===== src/rtl/idex_pipe_reg.sv =====
// rtl/idex_pipe_reg.sv - ID/EX pipeline register with load-use hazard detection, flush and hold.
// Optional perf counters (BubbleCnt, FlushCnt) are built when IDEX_PERF_CNT_EN is defined.
module idex_pipe_reg #(
  parameter int DATA_W = 32,
  parameter int REG_W  = 5
) (
  input  logic              clk,
  input  logic              rst,
  input  logic [DATA_W-1:0] ID_PC4,
  input  logic [DATA_W-1:0] ID_ReadData1,
  input  logic [DATA_W-1:0] ID_ReadData2,
  input  logic [DATA_W-1:0] ID_SignExt,
  input  logic [REG_W-1:0]  ID_Rs,
  input  logic [REG_W-1:0]  ID_Rt,
  input  logic [REG_W-1:0]  ID_Rd,
  input  logic              ID_RegWrite,
  input  logic              ID_MemToReg,
  input  logic              ID_MemRead,
  input  logic              ID_MemWrite,
  input  logic              ID_ALUSrc,
  input  logic              ID_RegDst,
  input  logic              ID_Branch,
  input  logic [1:0]        ID_ALUOp,
  input  logic              Flush,
  input  logic              Hold,
  output logic [DATA_W-1:0] IDEX_PC4,
  output logic [DATA_W-1:0] IDEX_ReadData1,
  output logic [DATA_W-1:0] IDEX_ReadData2,
  output logic [DATA_W-1:0] IDEX_SignExt,
  output logic [REG_W-1:0]  IDEX_Rs,
  output logic [REG_W-1:0]  IDEX_Rt,
  output logic [REG_W-1:0]  IDEX_Rd,
  output logic              IDEX_RegWrite,
  output logic              IDEX_MemToReg,
  output logic              IDEX_MemRead,
  output logic              IDEX_MemWrite,
  output logic              IDEX_ALUSrc,
  output logic              IDEX_RegDst,
  output logic              IDEX_Branch,
  output logic [1:0]        IDEX_ALUOp,
  output logic              IDEX_Valid,
  output logic              Stall
`ifdef IDEX_PERF_CNT_EN
  ,
  output logic [31:0]       BubbleCnt,
  output logic [31:0]       FlushCnt
`endif
);

  logic lu;

  // A load already in EX whose destination is read by the instruction in ID.
  assign lu = IDEX_MemRead & IDEX_Valid & (IDEX_Rt != '0) &
              ((IDEX_Rt == ID_Rs) | (IDEX_Rt == ID_Rt));

  // Hold freezes PC/IF-ID on its own path; a flush discards the ID instruction anyway.
  assign Stall = lu & ~Flush & ~Hold;

  always_ff @(posedge clk) begin
    if (rst) begin
      IDEX_PC4       <= '0;
      IDEX_ReadData1 <= '0;
      IDEX_ReadData2 <= '0;
      IDEX_SignExt   <= '0;
      IDEX_Rs        <= '0;
      IDEX_Rt        <= '0;
      IDEX_Rd        <= '0;
      IDEX_RegWrite  <= 1'b0;
      IDEX_MemToReg  <= 1'b0;
      IDEX_MemRead   <= 1'b0;
      IDEX_MemWrite  <= 1'b0;
      IDEX_ALUSrc    <= 1'b0;
      IDEX_RegDst    <= 1'b0;
      IDEX_Branch    <= 1'b0;
      IDEX_ALUOp     <= 2'b00;
      IDEX_Valid     <= 1'b0;
    end else if (Flush) begin
      IDEX_PC4       <= ID_PC4;
      IDEX_ReadData1 <= ID_ReadData1;
      IDEX_ReadData2 <= ID_ReadData2;
      IDEX_SignExt   <= ID_SignExt;
      IDEX_Rs        <= ID_Rs;
      IDEX_Rt        <= ID_Rt;
      IDEX_Rd        <= ID_Rd;
      IDEX_RegWrite  <= 1'b0;
      IDEX_MemToReg  <= 1'b0;
      IDEX_MemRead   <= 1'b0;
      IDEX_MemWrite  <= 1'b0;
      IDEX_ALUSrc    <= 1'b0;
      IDEX_RegDst    <= 1'b0;
      IDEX_Branch    <= 1'b0;
      IDEX_ALUOp     <= 2'b00;
      IDEX_Valid     <= 1'b0;
    end else if (Hold) begin
      IDEX_Valid     <= IDEX_Valid;
    end else if (lu) begin
      // Zeroed specifiers keep the forwarding unit from matching on the bubble.
      IDEX_Rs        <= '0;
      IDEX_Rt        <= '0;
      IDEX_Rd        <= '0;
      IDEX_RegWrite  <= 1'b0;
      IDEX_MemToReg  <= 1'b0;
      IDEX_MemRead   <= 1'b0;
      IDEX_MemWrite  <= 1'b0;
      IDEX_ALUSrc    <= 1'b0;
      IDEX_RegDst    <= 1'b0;
      IDEX_Branch    <= 1'b0;
      IDEX_ALUOp     <= 2'b00;
      IDEX_Valid     <= 1'b0;
    end else begin
      IDEX_PC4       <= ID_PC4;
      IDEX_ReadData1 <= ID_ReadData1;
      IDEX_ReadData2 <= ID_ReadData2;
      IDEX_SignExt   <= ID_SignExt;
      IDEX_Rs        <= ID_Rs;
      IDEX_Rt        <= ID_Rt;
      IDEX_Rd        <= ID_Rd;
      IDEX_RegWrite  <= ID_RegWrite;
      IDEX_MemToReg  <= ID_MemToReg;
      IDEX_MemRead   <= ID_MemRead;
      IDEX_MemWrite  <= ID_MemWrite;
      IDEX_ALUSrc    <= ID_ALUSrc;
      IDEX_RegDst    <= ID_RegDst;
      IDEX_Branch    <= ID_Branch;
      IDEX_ALUOp     <= ID_ALUOp;
      IDEX_Valid     <= 1'b1;
    end
  end

`ifdef IDEX_PERF_CNT_EN
  always_ff @(posedge clk) begin
    if (rst) begin
      BubbleCnt <= '0;
      FlushCnt  <= '0;
    end else begin
      if (Flush)
        FlushCnt <= FlushCnt + 32'd1;
      if (!Flush && !Hold && lu)
        BubbleCnt <= BubbleCnt + 32'd1;
    end
  end
`endif

endmodule


===== config.mk =====
export PLATFORM = sky130hd
export DESIGN_NAME = idex_pipe_reg
export DESIGN_NICKNAME = d
export VERILOG_FILES = /design/src/rtl/idex_pipe_reg.sv
export SDC_FILE = /design/constraint.sdc
export NUM_CORES = 1
export LEC_CHECK = 0
export ABC_AREA = 1
export CAP_MARGIN = 20
export CORE_MARGIN = 5
export CORE_UTILIZATION = 45
export DETAILED_ROUTE_END_ITERATION = 8
export DONT_BUFFER_PORTS = 1
export GPL_ROUTABILITY_DRIVEN = 0
export HOLD_SLACK_MARGIN = 0.05
export MAX_ROUTING_LAYER = met4
export PLACE_DENSITY = 0.62
export SLEW_MARGIN = 40
export SYNTH_ARGS = -nofsm -noshare
export SYNTH_HDL_FRONTEND = slang
export SYNTH_SLANG_ARGS = --single-unit

===== constraint.sdc =====
create_clock -name clk -period 2.68 [get_ports clk]
set_clock_uncertainty 0.2 [all_clocks]
set_input_delay 0.536 -clock clk [delete_from_list [all_inputs] [get_ports clk]]
set_output_delay 0.536 -clock clk [all_outputs]
set_load 0.005 [all_outputs]

Yosys cells after proc, flatten, opt, wreduce, memory -nomap -nowiden --
Cells that the tools add are included.
Word-level totals: flip-flop bits (word level) 153, input port bits 156, output and inout bits 154
Operators by class: equality and inequality tests 4, muxes and demuxes 30, bitwise gates (word level) 8, reductions and logical operators 3
Operators by type and width (number):
- 32-bit two-way mux | 12
- 5-bit two-way mux | 9
- 5-bit equality test | 2
- 1-bit two-way mux | 8
- 1-bit bitwise AND | 5
- 5-bit nonzero test | 1
- 2-bit != test (second input constant) | 2
- 2-bit two-way mux | 1
- 1-bit inverter | 2
- 2-bit AND reduction | 1
- 2-bit OR reduction | 1
- 1-bit bitwise OR | 1

Logic depth before layout (Yosys ltp) --
depth in word-level cells 6, mapped depth 13, mapped depth without buffers 11

Worst setup path before layout --
No wires, ideal clock.
kind input to output, start point input port ID_Rt[3], end point output port Stall, arrival time 1.470 ns, slack 0.474 ns, stages on the path 10, cells stage by stage inv_1 > nand2_1 > nand2_1 > nor2_1 > nand3_1 > nand2_2 > nand3_2 > buf_6 > buf_4 > nor2_1
On the way: word-level cells in the longest chain between the ends 5
RTL lines:
- start: declaration | RTL line 14 | input logic [REG_W-1:0] ID_Rt,
- 5-bit equality test | RTL line 54 | ((IDEX_Rt == ID_Rs) | (IDEX_Rt == ID_Rt));
- 1-bit bitwise OR | RTL line 54
- 1-bit bitwise AND | RTL line 53 | assign lu = IDEX_MemRead & IDEX_Valid & (IDEX_Rt != '0) &
- 1-bit bitwise AND (2 in a row) | RTL line 57 | assign Stall = lu & ~Flush & ~Hold;
- end: declaration | RTL line 42 | output logic Stall
No other way between the ends.

Worst setup path after layout --
start point register IDEX_Rt[2], end point output port Stall
On the way: word-level cells in the longest chain between the ends 5, elaborated cells on any way between the ends 8, those cells by class 2 x eq/ne; 5 x bitwise; 1 x reduce/logical
RTL lines:
- start: declaration | RTL line 31 | output logic [REG_W-1:0] IDEX_Rt,
- start signal: assignment | RTL line 83 | IDEX_Rt <= ID_Rt;
- start signal: assignment | RTL line 116 | IDEX_Rt <= ID_Rt;
- 5-bit equality test / 5-bit nonzero test (equally long branches) | RTL line 54, 53
- 1-bit bitwise OR / 1-bit bitwise AND (equally long branches) | RTL line 54, 53
- 1-bit bitwise AND * | RTL line 53
- 1-bit bitwise AND * (2 in a row) | RTL line 57
Mark *: on every way between the ends. The rest lies on a longest branch, timed or not.

==> results.toml <==
[pwr]
power_density_nw_per_um2 = 738
ir_drop_v = 0.000380
pwr-share-seq = 0.479
p_leak_uw = 0.00404
p_comb_frac = 0.085
switching_share = 0.253
power.internal_uw = 4030
switching_power_uw = 1370
clock_power_share = 0.437

[sta]
max_freq_ghz = 0.407
rsz0062_at_grt = "false"
setup_viol = 0
fin_crit_sh = 0.916
period_minus_slack_ns = 2.46
max-slew-margin-rel = 0.609
final.setup.tns_ns = 0
maxSlewViolCount = 0
finalHoldViolCount = 0
worst_pin_slew_ns = 0.587

[min_path]
worst_hold_path_type = "in -> reg"
worstHoldStart = "ID_Branch"

[setup_path]
critPathLaunch = "IDEX_Rt[2]$_SDFFE_PP0P_"
startpoint_type = "flop"
slowest_stage = "dfxtp_1"
cp-end-kind = "output port"
path_delay_family = "simple AND/OR/NAND/NOR gates"
rr_startpoint = "IDEX_Rt[2]$_SDFFE_PP0P_"
critPathBufInv = 1
criticalPathCategory = "reg -> out"
critPathArrivalTime_ns = 1.72
cp_slowest_stage_delay_ns = 0.44
crit_fanout = 5
crit_chain = "inv_1 -> nand2_1 -> nand2_1 -> nor2_1 -> nand3_1 -> nand2_2 -> nand3_4 -> nor2_1"
required_ns = 1.94

[route]
wl_per_cell_um = 15.4
drc = 0
vias_per_cell = 4.82
drtAntennaViolNets = 0
drtIter0Drc = 303
via_count = 5587
wl_um = 17800
dr.pass1.iters = 4

[synthesis]
ys_seq_area_frac = 0.458
synth_area_um2 = 6680
ys_seq_elements = 153
synth_fp_nets = 1147
avgSynthCellArea_um2 = 6.74
synthCells = 991
synth_warnings = 0
synth_cell_type_count = 19

[global_route]
grt_pass1_vias = 5007
grtUsageTotal = 0.197
grt_max_degree = 76
grt_pass1_wl_um = 27300
grt.overflow.total = 0
grt_antenna_before_repair = 0

[clock_network]
holdBufCountCts = 2
cts-root-buf = "clkbuf_16"
tritoncts = "built"
cts_made_buffers = 17
cts.sinks = 153
clockBufferDepth = 2
clkTransAtPathRegs_ns = 0.06
cts_setup_buffers = 0
insertion_delay_ns = 0.42
cts-htree-levels = 4
ctsResizeCount = 0

[die]
num_io_pins = 310
initial_core_util = 0.460
die_w_um = 132
core_area_um2 = 14500
die_h_um = 132
die_area_um2 = 17400
rows = 44

[cells_and_area]
antenna-diode-count = 0
nFillCells = 1518
fin_nets = 1118
final_util = 0.503
drive_gt1_frac = 0.0739
areaGrowthSynthToFinish_pct = 9.42
fin_cells = 1158

[placement]
dp_hpwl_um = 12300
dp.cells = 1125
numPortBuffers = 0

[run]
maxCapViolCount = 0

[status]
outcome = "finished, final reports clean"
## layout make-up
type                       count  area, um2  area share
clock buffer                  20        457      0.0624
inverter                     146        553      0.0756
sequential                   153       3060       0.419
clock inverter                11        123      0.0168
tap                          184        230      0.0315
timing repair buffer          15        205      0.0281
multi-input combinational    629       2680       0.367
## layer usage
metal | wire length [um] | up-vias | share of wire | global-route usage
met2 | 8640 | 201 | 0.49 | 0.318
li1 | - | 2914 | - | -
met4 | 338 | 0 | 0.019 | 0.0617
met1 | 7160 | 2447 | 0.40 | 0.219
met3 | 1670 | 25 | 0.094 | 0.0901
met5 | 0 | - | 0 | -
## state kept, by name, summed over array words and instances (netlist names), 2 cells and up
name            flops
IDEX_ReadData2     32
IDEX_ALUOp          2
IDEX_ReadData1     32
IDEX_SignExt       32
IDEX_Rs             5
IDEX_Rt             5
IDEX_PC4           32
IDEX_Rd             5
## final timing paths
| kind | endpoint | slack (ns) | depth (start not counted) |
|---|---|---|---|
| worst max-delay path | Stall | 0.22 | 8 |
| worst min-delay path | IDEX_Branch$_SDFFE_PP0N_ | 0.08 | 2 |
| worst max register to register | IDEX_ReadData1[2]$_SDFFE_PP0P_ | 0.54 | 12 |
| worst min register to register | IDEX_Rd[2]$_SDFFE_PP0P_ | 0.29 | 2 |
## Yosys cell counts
cell / number / share of area
a21oi_1: 25 / 0.019
buf_1: 6 / 0.0034
buf_2: 10 / 0.0075
buf_4: 3 / 0.0034
buf_6: 16 / 0.027
buf_8: 2 / 0.0045
clkbuf_1: 26 / 0.015
dfxtp_1: 153 / 0.46
inv_1: 143 / 0.080
inv_2: 3 / 0.0017
nand2_1: 176 / 0.099
nand2_2: 3 / 0.0028
nand2_4: 1 / 0.0017
nand3_1: 155 / 0.12
nand3_2: 1 / 0.0015
nand4_1: 1 / 0.00094
nor2_1: 245 / 0.14
nor2_2: 20 / 0.019
xnor2_1: 2 / 0.0026
## metrics by stage
stage / total power [uW] / hold slack (ns) / area (um2) / setup slack [ns]
2_1_floorplan: 2970 / 0.262 / 6680 / 0.474
3_3_place_gp: 3080 / 0.271 / 6710 / 0.601
3_5_place_dp: 3090 / 0.275 / 6710 / 0.552
4_1_cts: 5460 / 0.0560 / 7310 / 0.207
5_1_grt: 5640 / 0.0560 / 7310 / 0.0355
6_report: 5400 / 0.0757 / 7310 / 0.224
## worst register-to-register path, cell delays in order, from the launching register on
cell and delay, ns:
dfxtp_1 0.44, inv_1 0.10, nand2_1 0.08, nand2_1 0.06
nor2_1 0.11, nand3_1 0.10, nand2_2 0.13, nand2_4 0.10
nand2_2 0.10, nand2_4 0.17, buf_12 0.26, nor2_1 0.13
nor2_1 0.06
## cell usage in the layout (no fill, tap or decap), drive strengths merged
cell type    synthesis  layout
clkinv               0       4
nand3              156     156
a21oi               25      25
nand2              180     180
dlygate4sd3          0       2
inv                146     147
dfxtp              153     153
xnor2                2       2
buf                 37      13
nor2               265     265
clkbuf              26      20
nand4                1       1
clkinvlp             0       4
bufinv               0       2
## cell families (layout without fill, tap and decap cells)
group	after synthesis	in the layout	share of synthesized area
buffers and inverters	209	192	0.142
XOR/XNOR	2	2	0.00262
AO/OA/AOI/OAI	25	25	0.0187
AND/OR/NAND/NOR	602	602	0.378
flip-flops	153	153	0.458
## power groups by stage
stage / clock network (uW) / logic (uW) / registers (uW)
2_1_floorplan: 0 / 392 / 2580
3_3_place_gp: 0 / 443 / 2640
3_5_place_dp: 0 / 453 / 2640
4_1_cts: 2400 / 463 / 2590
5_1_grt: 2510 / 533 / 2600
6_report: 2360 / 459 / 2580
Power figures use the tool's default switching activity.
